## src/rtl/video_pkg.sv

```systemverilog
// rtl/video_pkg.sv - shared video timing constants and framebuffer writer state type
package video_pkg;

  localparam int HDISP = 800;
  localparam int VDISP = 480;

  typedef enum logic [0:0] {
    ST_IDLE  = 1'b0,
    ST_WRITE = 1'b1
  } wr_state_t;

  // Next pixel index with wrap at the end of the frame.
  function automatic int unsigned pix_next(input int unsigned idx, input int unsigned npix);
    return (idx == npix - 1) ? 0 : idx + 1;
  endfunction

endpackage

```

## src/rtl/wshb_if.sv

```systemverilog
// rtl/wshb_if.sv - Wishbone bus bundle with master and slave views
interface wshb_if #(
  parameter int DATA_BYTES = 4
);

  logic                      cyc;
  logic                      stb;
  logic                      we;
  logic [31:0]               adr;
  logic [8*DATA_BYTES-1:0]   dat_ms;
  logic [8*DATA_BYTES-1:0]   dat_sm;
  logic [DATA_BYTES-1:0]     sel;
  logic [2:0]                cti;
  logic [1:0]                bte;
  logic                      ack;
  logic                      err;
  logic                      rty;

  modport master (
    output cyc, stb, we, adr, dat_ms, sel, cti, bte,
    input  ack
  );

  modport slave (
    input  cyc, stb, we, dat_ms,
    output ack, dat_sm, err, rty
  );

endinterface

```

## src/rtl/sync_fifo.sv

```systemverilog
// rtl/sync_fifo.sv - single-clock FIFO; a push while full is accepted only when a pop
// frees the slot in the same cycle
module sync_fifo #(
  parameter int WIDTH = 32,
  parameter int DEPTH = 16
) (
  input  logic                     clk,
  input  logic                     rst,
  input  logic                     push,
  input  logic [WIDTH-1:0]         push_data,
  input  logic                     pop,
  output logic [WIDTH-1:0]         pop_data,
  output logic                     full,
  output logic                     empty,
  output logic [$clog2(DEPTH):0]   level
);

  localparam int AW = $clog2(DEPTH);

  logic [WIDTH-1:0] mem [DEPTH];
  logic [AW-1:0]    wr_ptr;
  logic [AW-1:0]    rd_ptr;
  logic [AW:0]      count;
  logic             do_push;
  logic             do_pop;

  assign full     = (count == (AW+1)'(DEPTH));
  assign empty    = (count == '0);
  assign level    = count;
  assign pop_data = mem[rd_ptr];

  assign do_pop  = pop & ~empty;
  assign do_push = push & (~full | do_pop);

  always_ff @(posedge clk) begin
    if (rst) begin
      wr_ptr <= '0;
      rd_ptr <= '0;
      count  <= '0;
    end else begin
      if (do_push) wr_ptr <= wr_ptr + 1'b1;
      if (do_pop)  rd_ptr <= rd_ptr + 1'b1;
      case ({do_push, do_pop})
        2'b10:   count <= count + 1'b1;
        2'b01:   count <= count - 1'b1;
        default: count <= count;
      endcase
    end
  end

  always_ff @(posedge clk) begin
    if (do_push) mem[wr_ptr] <= push_data;
  end

endmodule

```

## src/rtl/stream_writer.sv

```systemverilog
// rtl/stream_writer.sv - buffers the incoming pixel stream and writes it into the
// SDRAM framebuffer at consecutive word addresses, wrapping once per frame
module stream_writer #(
  parameter int HDISP      = video_pkg::HDISP,
  parameter int VDISP      = video_pkg::VDISP,
  parameter int FIFO_DEPTH = 16
) (
  input  logic                          sys_clk,
  input  logic                          sys_rst,
  wshb_if.slave                         wshb_ifs,
  wshb_if.master                        wshb_ifm,
  output logic [$clog2(FIFO_DEPTH):0]   level
);

  import video_pkg::*;

  localparam int NPIX  = HDISP * VDISP;
  localparam int PIX_W = (NPIX > 1) ? $clog2(NPIX) : 1;
  localparam int LW    = $clog2(FIFO_DEPTH) + 1;

  wr_state_t        state;
  wr_state_t        state_next;
  logic [PIX_W-1:0] pix_idx;
  logic             fifo_full;
  logic             fifo_empty;
  logic [31:0]      fifo_head;
  logic             s_write;
  logic             push;
  logic             pop;

  assign s_write = wshb_ifs.cyc & wshb_ifs.stb & wshb_ifs.we;
  assign pop     = (state == ST_WRITE) & wshb_ifm.ack;
  // A full FIFO still accepts a word when the master pops in the same cycle.
  assign push    = ~sys_rst & s_write & (~fifo_full | pop);

  assign wshb_ifs.ack    = ~sys_rst & wshb_ifs.cyc & wshb_ifs.stb & (~wshb_ifs.we | ~fifo_full | pop);
  assign wshb_ifs.dat_sm = '0;
  assign wshb_ifs.err    = 1'b0;
  assign wshb_ifs.rty    = 1'b0;

  sync_fifo #(
    .WIDTH (32),
    .DEPTH (FIFO_DEPTH)
  ) u_fifo (
    .clk       (sys_clk),
    .rst       (sys_rst),
    .push      (push),
    .push_data (wshb_ifs.dat_ms),
    .pop       (pop),
    .pop_data  (fifo_head),
    .full      (fifo_full),
    .empty     (fifo_empty),
    .level     (level)
  );

  always_comb begin
    state_next = state;
    case (state)
      ST_IDLE:  if (!fifo_empty) state_next = ST_WRITE;
      ST_WRITE: if (pop && !push && level == LW'(1)) state_next = ST_IDLE;
      default:  state_next = ST_IDLE;
    endcase
  end

  always_ff @(posedge sys_clk) begin
    if (sys_rst) begin
      state   <= ST_IDLE;
      pix_idx <= '0;
    end else begin
      state <= state_next;
      if (pop) pix_idx <= PIX_W'(pix_next(32'(pix_idx), NPIX));
    end
  end

  assign wshb_ifm.cyc    = (state == ST_WRITE);
  assign wshb_ifm.stb    = (state == ST_WRITE);
  assign wshb_ifm.we     = (state == ST_WRITE);
  assign wshb_ifm.sel    = '1;
  assign wshb_ifm.cti    = 3'b000;
  assign wshb_ifm.bte    = 2'b00;
  assign wshb_ifm.dat_ms = fifo_head;
  assign wshb_ifm.adr    = 32'({pix_idx, 2'b00});

endmodule

```

## src/flat_wrapper.sv

```systemverilog
// flat-port wrapper written by rule: the top's interface ports become plain ports
module stream_writer_flat import video_pkg::*;
#(
  parameter int HDISP      = video_pkg::HDISP,
  parameter int VDISP      = video_pkg::VDISP,
  parameter int FIFO_DEPTH = 16
)
  (sys_clk, sys_rst, level, wshb_ifs_cyc, wshb_ifs_stb, wshb_ifs_we, wshb_ifs_dat_ms, wshb_ifs_ack, wshb_ifs_dat_sm, wshb_ifs_err, wshb_ifs_rty, wshb_ifm_cyc, wshb_ifm_stb, wshb_ifm_we, wshb_ifm_adr, wshb_ifm_dat_ms, wshb_ifm_sel, wshb_ifm_cti, wshb_ifm_bte, wshb_ifm_ack);
  wshb_if #(.DATA_BYTES(4)) wshb_ifs_i ();
  wshb_if #(.DATA_BYTES(4)) wshb_ifm_i ();
  input  logic sys_clk;
  input  logic sys_rst;
  output logic [$clog2(FIFO_DEPTH):0] level;
  input wire logic [$bits(wshb_ifs_i.cyc)-1:0] wshb_ifs_cyc;
  input wire logic [$bits(wshb_ifs_i.stb)-1:0] wshb_ifs_stb;
  input wire logic [$bits(wshb_ifs_i.we)-1:0] wshb_ifs_we;
  input wire logic [$bits(wshb_ifs_i.dat_ms)-1:0] wshb_ifs_dat_ms;
  output wire logic [$bits(wshb_ifs_i.ack)-1:0] wshb_ifs_ack;
  output wire logic [$bits(wshb_ifs_i.dat_sm)-1:0] wshb_ifs_dat_sm;
  output wire logic [$bits(wshb_ifs_i.err)-1:0] wshb_ifs_err;
  output wire logic [$bits(wshb_ifs_i.rty)-1:0] wshb_ifs_rty;
  output wire logic [$bits(wshb_ifm_i.cyc)-1:0] wshb_ifm_cyc;
  output wire logic [$bits(wshb_ifm_i.stb)-1:0] wshb_ifm_stb;
  output wire logic [$bits(wshb_ifm_i.we)-1:0] wshb_ifm_we;
  output wire logic [$bits(wshb_ifm_i.adr)-1:0] wshb_ifm_adr;
  output wire logic [$bits(wshb_ifm_i.dat_ms)-1:0] wshb_ifm_dat_ms;
  output wire logic [$bits(wshb_ifm_i.sel)-1:0] wshb_ifm_sel;
  output wire logic [$bits(wshb_ifm_i.cti)-1:0] wshb_ifm_cti;
  output wire logic [$bits(wshb_ifm_i.bte)-1:0] wshb_ifm_bte;
  input wire logic [$bits(wshb_ifm_i.ack)-1:0] wshb_ifm_ack;
  assign wshb_ifs_i.cyc = wshb_ifs_cyc;
  assign wshb_ifs_i.stb = wshb_ifs_stb;
  assign wshb_ifs_i.we = wshb_ifs_we;
  assign wshb_ifs_i.dat_ms = wshb_ifs_dat_ms;
  assign wshb_ifs_ack = wshb_ifs_i.ack;
  assign wshb_ifs_dat_sm = wshb_ifs_i.dat_sm;
  assign wshb_ifs_err = wshb_ifs_i.err;
  assign wshb_ifs_rty = wshb_ifs_i.rty;
  assign wshb_ifm_cyc = wshb_ifm_i.cyc;
  assign wshb_ifm_stb = wshb_ifm_i.stb;
  assign wshb_ifm_we = wshb_ifm_i.we;
  assign wshb_ifm_adr = wshb_ifm_i.adr;
  assign wshb_ifm_dat_ms = wshb_ifm_i.dat_ms;
  assign wshb_ifm_sel = wshb_ifm_i.sel;
  assign wshb_ifm_cti = wshb_ifm_i.cti;
  assign wshb_ifm_bte = wshb_ifm_i.bte;
  assign wshb_ifm_i.ack = wshb_ifm_ack;
  stream_writer #(.HDISP(HDISP), .VDISP(VDISP), .FIFO_DEPTH(FIFO_DEPTH)) u_core (.sys_clk(sys_clk), .sys_rst(sys_rst), .wshb_ifs(wshb_ifs_i), .wshb_ifm(wshb_ifm_i), .level(level));
endmodule
```

## config.mk

```make
export PLATFORM = sky130hd
export DESIGN_NAME = stream_writer_flat
export DESIGN_NICKNAME = d
export VERILOG_FILES = /design/src/rtl/video_pkg.sv /design/src/rtl/wshb_if.sv /design/src/rtl/sync_fifo.sv /design/src/rtl/stream_writer.sv /design/src/flat_wrapper.sv
export SDC_FILE = /design/constraint.sdc
export NUM_CORES = 1
export LEC_CHECK = 0
export ABC_CLOCK_PERIOD_IN_PS = 5000
export BUFFER_PORTS_ARGS = -buffer_cell sky130_fd_sc_hd__buf_2
export CAP_MARGIN = 20
export CORE_MARGIN = 1
export CORE_UTILIZATION = 46
export CTS_CLUSTER_DIAMETER = 50
export DETAILED_ROUTE_END_ITERATION = 10
export GPL_TIMING_DRIVEN = 0
export PLACE_DENSITY = 0.76
export SYNTH_ARGS = -nofsm -noshare
export SYNTH_HDL_FRONTEND = slang
export SYNTH_SLANG_ARGS = --single-unit
```

## constraint.sdc

```tcl
create_clock -name sys_clk -period 5 [get_ports sys_clk]
set_clock_uncertainty 0.2 [all_clocks]
set_input_delay 0 -clock sys_clk [delete_from_list [all_inputs] [get_ports sys_clk]]
set_output_delay 0 -clock sys_clk [all_outputs]
set_load 0.05 [all_outputs]
```

==> summary.md, run 1 <==
| Metric | Value |
|---|---|
| Pwr Density | `357 nW/um^2` |
| Post-DP Area | `23400 sq um` |
| Mapped Cells | `988` |
| Fin. Hold Viols | `0` |
| Post-route minimum period | `3.69 ns` |
| Pleak | `8.19 nW` |
| Crit share post-route | `0.738` |
| CTS Buffer Depth | `3` |
| Most frequent cell after synthesis | `edfxtp_1` |
| # port buffers | `97` |
| 1st-iter DRT viols | `around 1100` |
| Yosys top cell area share | `0.717` |
| Post-synth EDFFs | `512` |
| Worst ir drop on vdd | `0.275 mV` |
| Die X-Extent | `218 um` |
| Tot Pwr | `9.06 mW` |
| Htree depth | `2` |
| Initial Utilization | `0.470` |
| Worst EP required | `about 4.8 ns` |
| Pre-CTS setup slack | `about 1.6 ns` |
| Kind of critical path | `flip-flop to output port` |
| Combinational fraction of design power | `0.037` |
| Post-route cell area | `about 25000 sq um` |
| Clock network power share | `0.408` |
| Seq/Total Area, Yosys | `0.751` |
| # IOs | `154` |
| Fillers | `3360` |
| Worst skew pair latency | `just under 0.6 ns` |
| Clock sinks | `549` |
| Ys Warns | `0` |
| Number of global-route vias before repair | `10800` |
| Iteration count of the initial detailed-routing pass | `5` |
| Fin nets | `1308` |
| CP Launch Type | `flip-flop` |
| Largest fanout on the critical path | `10` |
| First-pass GRT wire length | `slightly below 70 mm` |
| Leading area contributor after synthesis | `edfxtp_1` |
| Yosys cell types | `43` |
| Largest net degree at the start of global routing | `23` |
| Detailed-route via count | `10600` |
| DR WL/cell | `~25 um` |
| Rows | `78` |
| Int Power | `7.18 mW` |
| Core box area | `45700 sq um` |
| Die area | `~48000 sq um` |
| Sw frac | `0.207` |
| WL final | `46.7 mm` |
| CTS tree | `done` |
| Detail Route Antenna Nets | `0` |
| R2r setup slk | `1.53 ns` |
| Via-per-instance ratio | `~5.6` |
| GPL Wtd Cong | `0.753` |
| Post-synthesis cell area | `21500 sq um` |
| Worst EP arrival | `3.49 ns` |
| Status | `finished clean` |
| Slew HR | `0.364` |
| Critical R2R Capture | `u_core.u_fifo.mem[2][12]` |
| GRT Overall Usage | `0.201` |
| Setup ws final | `1.31 ns` |
| RSZ-0062 raised after global routing | `false` |
| ANT cells | `0` |
| Max-slew violation count | `0` |
| Main synth FF type | `edfxtp_1` |
| Die Y | `~220 um` |
| Worst R2R Path Depth | `9` |
| Clk root buf | `clkbuf_16` |
| Initial antenna violation count | `1` |
| Grt total ovfl | `0` |
| Layout cells sized above 1 | `0.346` |
| Max-Cap Viols | `0` |
| Max Freq | `271 MHz` |
| Setup crit end kind | `output port` |
| Fin util | `0.556` |
| DRC viols | `0` |
| Asr flop ratio synth | `0` |
| Tightest Hold Check Type | `input port to flip-flop` |
| Clk slew on worst S/H paths | `0.06 ns` |
| Inserted Clock Buffers | `between 50 and 60` |
| Sequential power share | `0.555` |
| Area Overhead vs Synth | `18.4%` |
| Hold Path End | `u_core.u_fifo.wr_ptr[3]` |
| Syn_area_per_cell | `between 20 and 25 sq um` |
| FF+latch count, synth | `549` |
| Detailed Place HPWL | `28.2 mm` |
| Switch Pwr | `1.88 mW` |
| Slew @ Worst Pin | `0.949 ns` |
| R2R Path Start | `u_core.u_fifo.level[0]` |
| Hold-critical path depth | `6` |
| HP Start | `wshb_ifs_we` |
| Post CTS Setup Buffer Count | `0` |
| Final setup fails | `0` |
| Largest cells by area after synthesis | `edfxtp_1 72%, mux4_2 17%, dfxtp_1 3.5%, buf_4 2.0%, ha_1 0.64%` |
| Synth cell count leaders | `512 x edfxtp_1, 160 x mux4_2, 58 x buf_4` |
cells by family (layout without fill, tap and decap cells):
| family | count (synthesis) | after routing | synth area share |
|---|---|---|---|
| muxes | 163 | 163 | 0.169 |
| other | 2 | 56 | 0.000350 |
| buffers and inverters | 109 | 368 | 0.0303 |
| and+or+nand+nor | 102 | 102 | 0.0247 |
| xor gates and xnor gates | 19 | 19 | 0.00776 |
| AOI/OAI and AO/OA | 33 | 33 | 0.0100 |
| adders and majority gates | 11 | 11 | 0.00641 |
| DFF | 549 | 549 | 0.751 |
through the flow:
stage	std cells	hold WS (ns)	TNS (ns)
6_report	1901	0.110	0
5_1_grt	1901	0.130	0
4_1_cts	1898	0.0855	0
3_5_place_dp	1767	0.146	0
3_3_place_gp	1739	0.138	-323.16
2_1_floorplan	1042	-0.101	0
placed cells by master, fill, tap and decap left out, types with 4 or more instances in the layout:
| master | n |
|---|---|
| nand3_1 | 8 |
| clkinvlp_4 | 6 |
| nor3_2 | 4 |
| o21ai_0 | 4 |
| buf_4 | 60 |
| nand2_1 | 17 |
| nor2_1 | 24 |
| buf_8 | 4 |
| nor2_4 | 12 |
| dlygate4sd3_1 | 34 |
| edfxtp_1 | 512 |
| clkbuf_16 | 53 |
| a21oi_1 | 14 |
| clkinv_1 | 14 |
| nand4_1 | 9 |
| dfxtp_1 | 37 |
| clkbuf_1 | 40 |
| xor2_1 | 11 |
| ha_1 | 11 |
| mux4_2 | 160 |
| buf_2 | 110 |
| conb_1 | 56 |
| xnor2_1 | 8 |
| inv_1 | 9 |
| or3_1 | 4 |
| buf_6 | 14 |
| buf_12 | 12 |
| a211oi_1 | 4 |
power groups by stage:
| stage | combinational, mW | sequential, mW | clock (mW) |
|---|---|---|---|
| finish | 0.334 | 5.03 | 3.70 |
| global route | 0.355 | 5.03 | 3.93 |
| CTS | 0.333 | 5.03 | 3.76 |
| detailed placement | 0.310 | 5.13 | 0 |
| global placement | 0.298 | 5.13 | 0 |
| floorplan | 0.209 | 5.14 | 0 |
area by class of cell:
| class | count | area, sq um | area share |
|---|---|---|---|
| Buffer | 100 | 617 | 0.0243 |
| Clock buffer | 67 | 1380 | 0.0543 |
| Clock inverter | 30 | 219 | 0.00862 |
| Inverter | 9 | 33.8 | 0.00133 |
| Multi-Input combinational cell | 384 | 5000 | 0.197 |
| Sequential cell | 549 | 16100 | 0.634 |
| Tap cell | 600 | 751 | 0.0296 |
| Timing Repair Buffer | 162 | 1290 | 0.0507 |
per-layer routing:
metal	GRT usage	vias to the layer above	wire length, um
met5	0	-	10
met2	0.334	441	23500
li1	-	4526	-
met4	0.0471	2	742
met3	0.0427	55	3350
met1	0.273	5623	19000
worst max-delay path, stage by stage (launching register included):
cell and delay (ns):
dfxtp_1 0.36, clkbuf_1 0.57, clkbuf_1 0.75, mux4_2 0.45, mux4_2 0.54, buf_2 0.24
worst max path at each step:
stage                           start                  endpoint  slack, ns  cells after the start
5_1_grt                     flip-flop        wshb_ifm_dat_ms[6]       1.21                      5
3_5_place_dp   u_core.u_fifo.level[0]  u_core.u_fifo.mem[2][13]       1.57                      9
3_3_place_gp      u_core.wshb_ifm.cyc  u_core.u_fifo.mem[1][13]      -2.16                      6
6_report                    flip-flop        wshb_ifm_dat_ms[0]       1.31                      5
2_1_floorplan  u_core.u_fifo.level[0]   u_core.u_fifo.mem[0][0]       0.33                      7
4_1_cts                     flip-flop       wshb_ifm_dat_ms[31]       1.32                      5
registers in the layout (all words and copies together) (netlist names), named ones only:
register and cells:
u_core.u_fifo.mem 512, u_core.pix_idx 19, u_core.u_fifo.level 5, u_core.u_fifo.rd_ptr 4, u_core.u_fifo.wr_ptr 4, u_core.wshb_ifm.cyc 1
timing repair:
item,CTS,global route
hold buffers,34,0
endpoints found under the hold margin,549,0
gates resized for setup,0,0
Note: power is estimated with default switching activity, not from simulation.
==> run 2, diff against run 1 <==
--- a/config.mk
+++ b/config.mk
@@ -5,7 +5,7 @@
 export SDC_FILE = /design/constraint.sdc
 export NUM_CORES = 1
 export LEC_CHECK = 0
-export ABC_CLOCK_PERIOD_IN_PS = 5000
+export ABC_CLOCK_PERIOD_IN_PS = 3320
 export BUFFER_PORTS_ARGS = -buffer_cell sky130_fd_sc_hd__buf_2
 export CAP_MARGIN = 20
 export CORE_MARGIN = 1
@@ -13,7 +13,7 @@
 export CTS_CLUSTER_DIAMETER = 50
 export DETAILED_ROUTE_END_ITERATION = 10
 export GPL_TIMING_DRIVEN = 0
-export PLACE_DENSITY = 0.76
+export PLACE_DENSITY = 0.78
 export SYNTH_ARGS = -nofsm -noshare
 export SYNTH_HDL_FRONTEND = slang
 export SYNTH_SLANG_ARGS = --single-unit
==> constraint.sdc (replaced) <==
create_clock -name sys_clk -period 3.32 [get_ports sys_clk]
set_clock_uncertainty 0.2 [all_clocks]
set_input_delay 0 -clock sys_clk [delete_from_list [all_inputs] [get_ports sys_clk]]
set_output_delay 0 -clock sys_clk [all_outputs]
set_load 0.05 [all_outputs]
==> run 2 against run 1 <==
  * Design area up 1.8%
  * Non-clock buffer count grew 9
  * Via count grew 1.4%
  * Cell count up 0.68%
  * Setup slack got worse by 1.2 ns
  * Utilization is 1.0 points higher
  * Global-route usage grew 0.065 points
  * Critical endpoint is now wshb_ifm_dat_ms[27]
==> summary.md, run 2 (synthesized netlist as in run 1, its figures left out) <==
| Metric | Value |
|---|---|
| Slew @ Worst Pin | `1.04 ns` |
| Fillers | `3314` |
| Crit share post-route | `0.981` |
| Multi-input gate area | `5030 sq um` |
| Number of global-route vias before repair | `11100` |
| Grt total ovfl | `0` |
| Pwr Density | `544 nW/um^2` |
| Max Freq | `307 MHz` |
| Biggest register | `u_core.u_fifo.mem` |
| Iteration count of the initial detailed-routing pass | `5` |
| Worst EP required | `roughly 3.1 ns` |
| Detailed Place HPWL | `between 20 and 30 mm` |
| Fin. Hold Viols | `0` |
| Die Y | `218 um` |
| # IOs | `154` |
| Critical Path, Cell by Cell | `clkbuf_2, buf_4, mux4_2, mux4_2, buf_2` |
| Sequential power share | `0.539` |
| DR WL/cell | `24.9 um` |
| Post-route minimum period | `3.26 ns` |
| Clock network power share | `0.425` |
| Worst EP arrival | `3.06 ns` |
| Via-per-instance ratio | `between 5 and 6` |
| Hold_ws | `0.0625 ns` |
| Critical-path top delay cell | `mux4_2` |
| Pleak | `8.42 nW` |
| Clk root buf | `clkbuf_16` |
| GRT Overall Usage | `0.202` |
| First-pass GRT wire length | `69.2 mm` |
| Int Power | `11.1 mW` |
| Final setup fails | `0` |
| Pre-CTS setup slack | `0.0405 ns` |
| WL final | `~48 mm` |
| Setup crit end kind | `output port` |
| Detailed-route via count | `10800` |
| Worst skew pair latency | `0.60 ns` |
| Largest register FFs | `512` |
| Post-route cell area | `25900 sq um` |
| Largest fanout on the critical path | `10` |
| Tightest Hold Check Type | `input port to flip-flop` |
| CTS Buffer Depth | `3` |
| 1st-iter DRT viols | `1058` |
| Fin util | `0.566` |
| Largest net degree at the start of global routing | `20` |
| Most common cell after layout, fill and taps aside | `edfxtp_1` |
| Htree depth | `2` |
| ANT cells | `0` |
| Max-Cap Viols | `0` |
| Setup ws final | `0.0625 ns` |
| Core box area | `around 46000 sq um` |
| Area Overhead vs Synth | `20.5%` |
| CP max stage delay | `~0.56 ns` |
| Clock sinks | `549` |
| RSZ-0062 raised after global routing | `true` |
| Post-DP Area | `23500 sq um` |
| CP Launch Type | `flip-flop` |
| Register area | `roughly 16000 sq um` |
| Fin nets | `between 1000 and 1500` |
| Layout cells sized above 1 | `0.371` |
| Sw frac | `0.211` |
| Clk slew on worst S/H paths | `0.06 ns` |
| Initial Utilization | `0.470` |
| DRC viols | `0` |
| GPL Wtd Cong | `about 0.78` |
| Inserted Clock Buffers | `55` |
| Kind of critical path | `flip-flop to output port` |
| Max-slew violation count | `0` |
| Die X-Extent | `approximately 220 um` |
| Initial antenna violation count | `1` |
| Switch Pwr | `~3.0 mW` |
| Slew HR | `0.306` |
| Detail Route Antenna Nets | `0` |
| Die area | `47500 sq um` |
| Rows | `78` |
| CP dominant cell by count | `mux4_2` |
| # port buffers | `97` |
| Status | `finished clean` |
| Most frequent cells in the layout | `512 x edfxtp_1, 160 x mux4_2, 97 x buf_2` |
| CTS tree | `done` |
| Worst ir drop on vdd | `0.399 mV` |
| Combinational fraction of design power | `0.036` |
## run 2: what timing repair did
| item | 4_1_cts | 5_1_grt |
|---|---|---|
| buffers inserted | 1 | 19 |
| hold endpoints to repair | 549 | 0 |
| endpoints found under the setup margin | 46 | 202 |
| resized for setup | 32 | 2 |
| pin swaps | 1 | 11 |
| cloned | 0 | 0 |
| hold buffers | 34 | 0 |
## run 2: through the flow
step / power (mW) / std cells / setup TNS (ns)
2_1_floorplan: 8.05 / 1042 / -184.38
3_3_place_gp: 8.17 / 1739 / -776.54
3_5_place_dp: 8.19 / 1759 / 0
4_1_cts: 14.1 / 1895 / 0
5_1_grt: 14.4 / 1914 / -0.00516
6_report: 14.1 / 1914 / 0
## run 2: cell type report
| cell class | count | share of cell area |
|---|---|---|
| Timing Repair Buffer | 171 | 0.0581 |
| Multi-Input combinational cell | 384 | 0.194 |
| Tap cell | 600 | 0.0290 |
| Clock buffer | 66 | 0.0580 |
| Inverter | 9 | 0.00131 |
| Buffer | 100 | 0.0265 |
| Clock inverter | 35 | 0.00953 |
| Sequential cell | 549 | 0.623 |
## run 2: path summary, 6_finish.rpt
check	start	endpoint	slack [ns]	depth (start not counted)
setup reg to reg	u_core.wshb_ifm.cyc	u_core.u_fifo.mem[2][9]	0.20	8
hold reg to reg	u_core.pix_idx[18]	u_core.pix_idx[18]	0.31	2
setup / recovery	flip-flop	wshb_ifm_dat_ms[27]	0.06	5
hold / removal	wshb_ifs_we	u_core.u_fifo.wr_ptr[3]	0.06	6
## run 2: power groups by stage
stage               clock network, mW  logic [mW]  registers, mW
floorplan                           0       0.315           7.73
global placement                    0       0.448           7.72
detailed placement                  0       0.468           7.72
CTS                              6.03       0.505           7.57
global route                     6.30       0.539           7.57
finish                           5.98       0.508           7.57
## run 2: routing by layer
layer	vias to the layer above	global-route usage	wire [um]
met2	542	0.340	24300
met1	5616	0.260	18400
li1	4557	-	-
met3	81	0.0402	3720
met4	0	0.0730	1150
met5	-	0	0
## run 2: worst max-delay path, delay by kind of cell (launching register included)
family / cells / cell delay (ns)
mux: 2 / 1.12
buf+inv: 3 / 0.93
flops: 1 / 0.40
==> run 3, diff against run 2 <==
--- a/config.mk
+++ b/config.mk
@@ -5,6 +5,7 @@
 export SDC_FILE = /design/constraint.sdc
 export NUM_CORES = 1
 export LEC_CHECK = 0
+export ABC_AREA = 1
 export ABC_CLOCK_PERIOD_IN_PS = 3320
 export BUFFER_PORTS_ARGS = -buffer_cell sky130_fd_sc_hd__buf_2
 export CAP_MARGIN = 20
==> run 3 against run 2 <==
  * Count of clock-buffer cells in the layout rose by 2
  * Sequential power about the same
  * Die area grew 8.8%
  * Routed wire length grew 35%
  * Cell count increased by 55%
  * First-iteration DRC count increased by 110%
  * Utilization down 1.6 points
  * Maximum frequency is 0.84% higher
  * Critical path type unchanged
  * Largest cell class unchanged
  * Largest power group unchanged
==> summary.md, run 3 <==
| Metric | Value |
|---|---|
| Status | `finished clean` |
| CP delay by family, top | `buffers and inverters` |
| Sw frac | `0.219` |
| GPL Wtd Cong | `0.882` |
| Tot Pwr | `14.4 mW` |
| Ys Warns | `0` |
| ANT cells | `0` |
| Clk slew on worst S/H paths | `~0.060 ns` |
| Tightest Hold Check Type | `input port to flip-flop` |
| Largest register FFs | `512` |
| Seq/Total Area, Yosys | `0.690` |
| Worst EP required | `3.12 ns` |
| Grt total ovfl | `0` |
| Most frequent cells in the layout | `512 x edfxtp_1, 293 x inv_1, 260 x nand2_1` |
| Worst EP arrival | `just over 3 ns` |
| Pleak | `10.2 nW` |
| Post-synth EDFFs | `between 500 and 600` |
| Leading area contributor after synthesis | `edfxtp_1` |
| Asr flop ratio synth | `0` |
| Most common cell after layout, fill and taps aside | `edfxtp_1` |
| FF+latch count, synth | `between 500 and 600` |
| Combinational fraction of design power | `0.043` |
| Post-DP Area | `25400 sq um` |
| Iteration count of the initial detailed-routing pass | `5` |
| First-pass GRT wire length | `95.2 mm` |
| Yosys top cell area share | `0.658` |
| Number of global-route vias before repair | `roughly 16000` |
| Critical-path top delay cell | `clkbuf_1` |
| Layout cells sized above 1 | `0.155` |
| Synth cell count leaders | `512 x edfxtp_1, 293 x inv_1, 260 x nand2_1` |
| Via-per-instance ratio | `around 5.6` |
| Detailed-route via count | `16500` |
| Fin util | `0.550` |
| Crit share post-route | `0.973` |
| Pwr Density | `523 nW/um^2` |
| 1st-iter DRT viols | `around 2200` |
| Post-route minimum period | `3.23 ns` |
| Critical Path, Cell by Cell | `clkbuf_1, clkbuf_1, nand3_1, nand3_1, nand2_1, buf_2` |
| Detailed Place HPWL | `between 40 and 50 mm` |
| Slew @ Worst Pin | `0.986 ns` |
| DR WL/cell | `between 20 and 25 um` |
| Core box area | `50200 sq um` |
| Largest fanout on the critical path | `10` |
| GRT Overall Usage | `0.249` |
| DRC viols | `0` |
| Worst skew pair latency | `0.61 ns` |
| Yosys cell types | `30` |
| Slew HR | `0.343` |
| Clock network power share | `0.432` |
| Setup crit end kind | `output port` |
| Max Freq | `310 MHz` |
| CTS tree | `done` |
| Switch Pwr | `~3.2 mW` |
| Hold_ws | `0.0451 ns` |
| # port buffers | `just under 100` |
| RSZ-0062 raised after global routing | `false` |
| Max-Cap Viols | `0` |
| Post-synthesis cell area | `23400 sq um` |
| CP max stage delay | `0.71 ns` |
| Post-Synth Simple-Gate Area | `0.102` |
| Synth Area in Adders | `0.00589` |
| Htree depth | `2` |
| Fillers | `about 4000` |
| Die Y | `around 230 um` |
| Clk root buf | `clkbuf_16` |
| Post-route cell area | `~28000 sq um` |
| Int Power | `about 11 mW` |
| Max-slew violation count | `0` |
| Mapped Cells | `1981` |
| Inserted Clock Buffers | `55` |
| Main synth FF type | `edfxtp_1` |
| Mux contribution to synthesized area | `0` |
| CP Launch Type | `flip-flop` |
| Crit path buf inv count | `3` |
| Area Overhead vs Synth | `18.2%` |
| WL final | `64.2 mm` |
| Biggest register | `u_core.u_fifo.mem` |
| Clock sinks | `549` |
| Fin. Hold Viols | `0` |
| Syn_area_per_cell | `11.8 sq um` |
| Largest cells by area after synthesis | `edfxtp_1 66%, o211ai_1 4.9%, inv_1 4.7%, nand3_1 4.6%, nand2_1 4.2%` |
| Setup ws final | `0.0896 ns` |
| Initial Utilization | `0.466` |
| Rows | `82` |
| Compound-Gate Fraction of Synth Area | `0.101` |
| Pre-CTS setup slack | `0.255 ns` |
| Die area | `approximately 52000 sq um` |
| Sequential power share | `0.525` |
| Fin nets | `between 2000 and 2500` |
| Initial antenna violation count | `0` |
| Detail Route Antenna Nets | `0` |
| Most frequent cell after synthesis | `edfxtp_1` |
| Kind of critical path | `flip-flop to output port` |
| Xor and xnor area share after synthesis | `0.00300` |
| Worst ir drop on vdd | `approximately 0.38 mV` |
| Final setup fails | `0` |
| CTS Buffer Depth | `3` |
| Largest net degree at the start of global routing | `20` |
| # IOs | `about 150` |
| Largest family of logic cells by synthesized area | `simple AND/OR/NAND/NOR gates` |
| Die X-Extent | `227 um` |
==> run 3: cell types whose count changed in the layout (fill, tap and decap cells not counted), sizes merged, moves of 8 or more <==
cell and change:
buf +35, inv +285, o211ai +149, nand3 +207
nor2 +34, nand4 -8, a21oi +107, o21ai +116
nand2 +245, mux4 -160, clkbuf +10
==> run 3: final timing paths <==
path	from	endpoint	slack [ns]	cells after the start
max	flip-flop	wshb_ifm_dat_ms[0]	0.09	6
min	sys_rst	u_core.u_fifo.level[1]	0.05	5
max reg2reg	u_core.u_fifo.level[0]	u_core.u_fifo.mem[6][25]	0.23	10
min reg2reg	u_core.pix_idx[18]	u_core.pix_idx[18]	0.29	2
==> run 3: per-layer routing <==
metal | share of wire | routed length, um | GRT usage | vias to the layer above
met5 | 0 | 0 | 0 | -
met4 | 0.035 | 2220 | 0.0970 | 0
met3 | 0.12 | 7430 | 0.0569 | 165
met2 | 0.48 | 30700 | 0.414 | 1153
met1 | 0.37 | 23800 | 0.317 | 7842
li1 | - | - | - | 7335
==> run 3: area by class of cell <==
cell class / count / area [sq um] / share of cell area
well taps: 672 / 841 / 0.0305
repair buffers: 150 / 1260 / 0.0456
clock inverters: 35 / 329 / 0.0119
inverters: 296 / 1110 / 0.0402
plain buffers: 166 / 1190 / 0.0431
clock buffers: 68 / 1500 / 0.0542
multi-input cells: 1024 / 5270 / 0.191
flip-flops and latches: 549 / 16100 / 0.584
==> run 3: repair_timing <==
item / 4_1_cts / 5_1_grt
hold buffers: 37 / 0
hold endpoints to repair: 549 / 0
buffers inserted: 0 / 0
endpoints found under the setup margin: 9 / 0
resized for setup: 1 / 0
==> run 3: tightest hold or removal path, stage by stage <==
cell	delay, ns
dlygate4sd3_1	0.51
buf_2	0.14
a21oi_1	0.04
o21ai_0	0.06
inv_1	0.04
==> run 3: logic make-up after synthesis <==
group           count (synthesis)
xor+xnor                        8
other cells                     2
flops                         549
fa+ha+maj                      11
simple gates                  555
compound gates                394
buf+inv                       462
==> run 3: metrics by stage <==
| stage | std cells | setup TNS [ns] |
|---|---|---|
| floorplan | 2035 | -155.06 |
| global placement | 2804 | -725.12 |
| detailed placement | 2820 | 0 |
| CTS | 2960 | 0 |
| global route | 2960 | 0 |
| finish | 2960 | 0 |
==> run 3: power by group through the flow <==
stage	logic (mW)	clock network, mW	registers, mW
detailed placement	0.574	0	7.72
floorplan	0.375	0	7.74
CTS	0.611	6.24	7.58
finish	0.618	6.24	7.58
global route	0.661	6.53	7.57
global placement	0.554	0	7.72
